$ cat src/rtl/timer_pkg.sv
// timer_pkg: definitions shared by the timer preset loader and its bench.
//   state_e              - controller states
//   KEY_CANCEL           - keypad code that clears the preset
//   KEY_DIGIT_MAX        - highest keypad code that is a digit
//   SEC_TENS_MAX_DEFAULT - largest legal seconds-tens digit
package timer_pkg;

    typedef enum logic [2:0] {
        S_IDLE  = 3'd0,
        S_ENTRY = 3'd1,
        S_LOAD  = 3'd2,
        S_RUN   = 3'd3,
        S_PAUSE = 3'd4,
        S_DONE  = 3'd5
    } state_e;

    localparam logic [3:0] KEY_CANCEL    = 4'd10;
    localparam logic [3:0] KEY_DIGIT_MAX = 4'd9;
    localparam int unsigned SEC_TENS_MAX_DEFAULT = 5;

endpackage

$ cat src/rtl/edge_detect_rise.sv
// edge_detect_rise: one-cycle pulse on a rising edge of a level input.
//   clock  - system clock, rising edge
//   clear  - async active-low reset
//   d_i    - level input (already synchronous to clock)
//   rise_o - high for the one cycle in which d_i is high and was low before
module edge_detect_rise (
    input  logic clock,
    input  logic clear,
    input  logic d_i,
    output logic rise_o
);

    logic prev_q;
    logic armed_q;

    // armed_q stays low until the input has been seen low once after reset,
    // so a level held through reset never produces an edge when reset lifts.
    always_ff @(posedge clock or negedge clear) begin
        if (!clear) begin
            prev_q  <= 1'b0;
            armed_q <= 1'b0;
        end else begin
            prev_q  <= d_i;
            armed_q <= armed_q | ~d_i;
        end
    end

    assign rise_o = d_i & ~prev_q & armed_q;

endmodule

$ cat src/rtl/timer_preset_loader.sv
// timer_preset_loader: keypad entry of an M:SS preset, load strobe to a
// BCD counter chain, and run/pause/done control of that chain.
//   clock, clear      - clock (rising edge), async active-low reset
//   key_valid/key_code- keypad level and code (0-9 digit, 10 cancel)
//   start             - start/pause button level
//   timer_zero        - counter chain reads 0:00
//   loadn             - active-low load strobe to the counters
//   data_min/_sec_*   - BCD preset presented to the counters
//   count_en          - count enable to the seconds-ones counter
//   done, err         - single-cycle status pulses
module timer_preset_loader
    import timer_pkg::*;
#(
    parameter int unsigned SEC_TENS_MAX = SEC_TENS_MAX_DEFAULT
) (
    input  logic       clock,
    input  logic       clear,
    input  logic       key_valid,
    input  logic [3:0] key_code,
    input  logic       start,
    input  logic       timer_zero,
    output logic       loadn,
    output logic [3:0] data_min,
    output logic [3:0] data_sec_tens,
    output logic [3:0] data_sec_ones,
    output logic       count_en,
    output logic       done,
    output logic       err
);

    localparam logic [3:0] TENS_MAX = 4'(SEC_TENS_MAX);

    state_e     state_q;
    logic [3:0] min_q, tens_q, ones_q;
    logic       loadn_q, done_q, err_q;
    logic       key_ev, start_ev;

    edge_detect_rise u_key_edge (
        .clock  (clock),
        .clear  (clear),
        .d_i    (key_valid),
        .rise_o (key_ev)
    );

    edge_detect_rise u_start_edge (
        .clock  (clock),
        .clear  (clear),
        .d_i    (start),
        .rise_o (start_ev)
    );

    logic is_digit, is_cancel, start_only, preset_bad;
    assign is_digit   = (key_code <= KEY_DIGIT_MAX);
    assign is_cancel  = (key_code == KEY_CANCEL);
    // A key event in the same cycle swallows the start event.
    assign start_only = start_ev & ~key_ev;
    assign preset_bad = (tens_q > TENS_MAX) ||
                        (min_q == 4'd0 && tens_q == 4'd0 && ones_q == 4'd0);

    always_ff @(posedge clock or negedge clear) begin
        if (!clear) begin
            state_q <= S_IDLE;
            min_q   <= 4'd0;
            tens_q  <= 4'd0;
            ones_q  <= 4'd0;
            loadn_q <= 1'b1;
            done_q  <= 1'b0;
            err_q   <= 1'b0;
        end else begin
            loadn_q <= 1'b1;
            done_q  <= 1'b0;
            err_q   <= 1'b0;
            if (key_ev && is_cancel && state_q != S_LOAD) begin
                min_q   <= 4'd0;
                tens_q  <= 4'd0;
                ones_q  <= 4'd0;
                state_q <= S_IDLE;
            end else begin
                case (state_q)
                    S_IDLE, S_ENTRY: begin
                        if (key_ev && is_digit) begin
                            min_q   <= tens_q;
                            tens_q  <= ones_q;
                            ones_q  <= key_code;
                            state_q <= S_ENTRY;
                        end else if (start_only && state_q == S_ENTRY) begin
                            if (preset_bad) begin
                                err_q <= 1'b1;
                            end else begin
                                loadn_q <= 1'b0;
                                state_q <= S_LOAD;
                            end
                        end
                    end
                    S_LOAD: state_q <= S_RUN;
                    S_RUN: begin
                        // Zero wins over pause so the chain never wraps.
                        if (timer_zero) begin
                            done_q  <= 1'b1;
                            state_q <= S_DONE;
                        end else if (start_only) begin
                            state_q <= S_PAUSE;
                        end
                    end
                    S_PAUSE: if (start_only) state_q <= S_RUN;
                    S_DONE:  state_q <= S_IDLE;
                    default: state_q <= S_IDLE;
                endcase
            end
        end
    end

    // count_en follows timer_zero combinationally and drops with reset.
    assign count_en      = (state_q == S_RUN) & ~timer_zero;
    assign loadn         = loadn_q;
    assign done          = done_q;
    assign err           = err_q;
    assign data_min      = min_q;
    assign data_sec_tens = tens_q;
    assign data_sec_ones = ones_q;

endmodule

$ cat config.mk
export PLATFORM = sky130hd
export DESIGN_NAME = timer_preset_loader
export DESIGN_NICKNAME = d
export VERILOG_FILES = /design/src/rtl/timer_pkg.sv /design/src/rtl/edge_detect_rise.sv /design/src/rtl/timer_preset_loader.sv
export SDC_FILE = /design/constraint.sdc
export NUM_CORES = 1
export LEC_CHECK = 0
export ABC_CLOCK_PERIOD_IN_PS = 3450
export BUFFER_PORTS_ARGS = -buffer_cell sky130_fd_sc_hd__buf_2
export CORE_MARGIN = 10
export CORE_UTILIZATION = 50
export DETAILED_ROUTE_END_ITERATION = 8
export HOLD_SLACK_MARGIN = 0.05
export PLACE_DENSITY = 0.76
export SLEW_MARGIN = 30
export SYNTH_ARGS = -nofsm -noshare
export SYNTH_HDL_FRONTEND = slang
export SYNTH_SLANG_ARGS = --single-unit
$ cat constraint.sdc
create_clock -name clock -period 3.45 [get_ports clock]
set_clock_uncertainty 0.15 [all_clocks]
set_input_delay 0.345 -clock clock [delete_from_list [all_inputs] [get_ports clock]]
set_output_delay 0.345 -clock clock [all_outputs]
set_load 0.01 [all_outputs]
==> impl_metrics.ini <==
[die]
dieHeight_um = 65.1
core-area_um2 = 1940
dieArea_um2 = 4230
ios = 25
die_x_um = 65.1
core.rowCount = 16
initial_core_util_pct = 52.3

[pwr]
power_density_nw_per_um2 = 799
max-vdd-ir-drop_mv = 0.514
p_sw_share_pct = 38.2
seqPwrFrac_pct = 47.8
p_int_w = 0.000596
power.leakage_nw = 0.571
comb_power_share_pct = 37.7
pwr-share-clk_pct = 14.5
p_switching_w = 0.000369

[place]
postPlaceCellArea_um2 = 1140
place.gp.congestion = 0.816
io_buffers = 24
dp_hpwl_um = 1560

[route]
vias_per_cell = 5.61
wire_per_inst_um = 15.4
drc = 0
via_count = 768
drt_iter0_drc = 20
wl_um = 2120
detail-route-antenna-nets = 0
dr.pass1.iters = 4

[clock_tree]
cts_resized = 0
numCtsBuffers = 3
clkTransAtPathRegs_ps = 120
hold_buffers = 3
cts.sinks = 22
worstSkewPairLatency_ps = 310
htreeDepth = 1
root_buffer = clkbuf_4
cts_setup_buffers = 0
cts_tree = yes
clk_path_buf_depth = 2

[worst_setup_path]
reg2reg_to = data_sec_ones[2]
r2r_start = u_key_edge.prev_q
crit_start = key_valid
reg2regPathDepth = 5
critPathLaunchType = primary input
cp.required_ps = 3540
critPathArrivalTime_ps = 2070
r2r_slack_ps = 1680
endpoint = state_q[0]
endpoint_kind = register
cp_max_fo = 4
crit_type = primary input to register

[global_route]
grt_max_degree = 23
grt_pass1_wl_um = 3420
use_met3_pct = 3.95
grtUsageTotal_pct = 10.1
grt-ovfl-total = 0
antenna_found_initial = 0
gr-usage-met2_pct = 17.1
grt_pass1_vias = 768
busiest_layer = met2
use_met1_pct = 10.9

[sta]
tns_ps = 0
maxSlewViolCount = 0
rsz0062_at_grt = false
setup_viol = 0
min_period_ps = 1980
min_period_over_period_pct = 57.5
max_freq_ghz = 0.504
hold_violations = 0
worst_slew_pin_slew_ps = 468
slew-limit-headroom_pct = 68.8

[min_path]
hp-class = primary input to register
min-delay-start = key_code[0]

[cells_and_area]
nets = 120
num_antenna_cells = 0
stdcell_area_um2 = 1210
area_growth_pct = 19.0
layout-drive-gt1-share_pct = 37.3
fin_util_pct = 62.2

[yosys]
synth_area_um2 = 1010
syn_avg_cell_area_um2 = 12.4
synth_commonest_cells = dfrtp_1 (21), a22o_1 (10), nand2_1 (5)
synth-edff-count = 0
ys_ff_latch = 22
syn_inst = 82
synth-main-ff-cell = dfrtp_1
synth.area.top_cells = dfrtp_1 (52%), a22o_1 (8.6%), nor3_4 (3.2%)
ys_types = 32
synthMostInstantiatedCell = dfrtp_1
yosys.area.top_type = dfrtp_1
yosysTopAreaCellShare_pct = 51.8
synthArstFlopShare_pct = 100
synth_warnings = 0
synth_nets = 91
yosysSeqAreaShare_pct = 54.4

[job]
cap_violations = 0

[outcome]
status = finished, final reports clean
[worst max-delay path, stage by stage]
cell and delay [ps]:
dlygate4sd3_1 530, buf_2 130, and3b_4 200, nor3_4 220, and3b_4 250, a41oi_2 180, mux2i_1 200
[routing by layer]
layer  vias up  routed length (um)  part of all wire [%]
li1        366                   -                     -
met1       379                 928                    44
met2        21                1030                    49
met3         2                 141                   6.7
met4         0                  13                  0.61
met5         -                   0                     0
[how the worst min path moves through the flow]
stage | endpoint | depth (start not counted)
final | data_sec_ones[0] | 2
after global routing | data_sec_ones[0] | 2
after CTS | data_sec_ones[0] | 2
after detailed placement | data_sec_tens[2] | 1
after global placement | data_min[1] | 1
after floorplan | data_min[0] | 0
[sequential cells by signal, indices dropped and copies added, names as in the netlist, 3 cells and up]
| name | cells |
|---|---|
| state_q | 3 |
| data_min | 4 |
| data_sec_ones | 4 |
| data_sec_tens | 4 |
[metrics by stage]
| step | hold slack (ps) | cells | total power [W] | setup WS [ps] |
|---|---|---|---|---|
| after floorplan | -101 | 82 | 0.000705 | 1900 |
| after global placement | 170 | 130 | 0.000818 | 1650 |
| after detailed placement | 178 | 130 | 0.000828 | 1610 |
| after CTS | 108 | 137 | 0.000969 | 1480 |
| after global routing | 101 | 137 | 0.00103 | 1390 |
| final | 103 | 137 | 0.000965 | 1470 |
[power groups by stage]
| stage | clock network [W] | logic [W] | registers [W] |
|---|---|---|---|
| 6_report | 0.000140 | 0.000364 | 0.000461 |
| 5_1_grt | 0.000154 | 0.000399 | 0.000474 |
| 4_1_cts | 0.000142 | 0.000369 | 0.000457 |
| 3_5_place_dp | 0 | 0.000366 | 0.000463 |
| 3_3_place_gp | 0 | 0.000359 | 0.000460 |
| 2_1_floorplan | 0 | 0.000257 | 0.000448 |
[placed cells by master (no fill, tap or decap), types with 2 or more instances in the layout]
cell            n
dfrtp_1        21
buf_2          24
nor2b_1         2
nor4_1          2
mux2i_1         2
nor3_4          2
o21ai_0         2
nor3_1          2
clkbuf_4        3
a21oi_1         2
and3b_4         2
dlygate4sd3_1   3
nand2b_1        2
a22o_1         10
nand2_1         5
nand2_2         2
nor2_1          4
mux2_1          2
a31oi_1         2
o21ai_2         2
[final cells by class]
cell class,instances,area (um^2)
clock buffer,4,36.3
fill,157,734
inverter,1,3.75
multi-input combinational,56,432
sequential,22,552
tap,27,33.8
timing repair buffer,27,150
[logic make-up (layout without fill, tap and decap cells)]
family                 after synthesis  in the layout  synth area share, %
multiplexers                         4              4                 4.19
flip-flops                          22             22                 54.4
buffers and inverters                4             32                 3.08
AND/OR/NAND/NOR                     29             29                 20.0
AO/OA/AOI/OAI                       23             23                 18.4
Note: power is estimated with default switching activity, not from simulation.
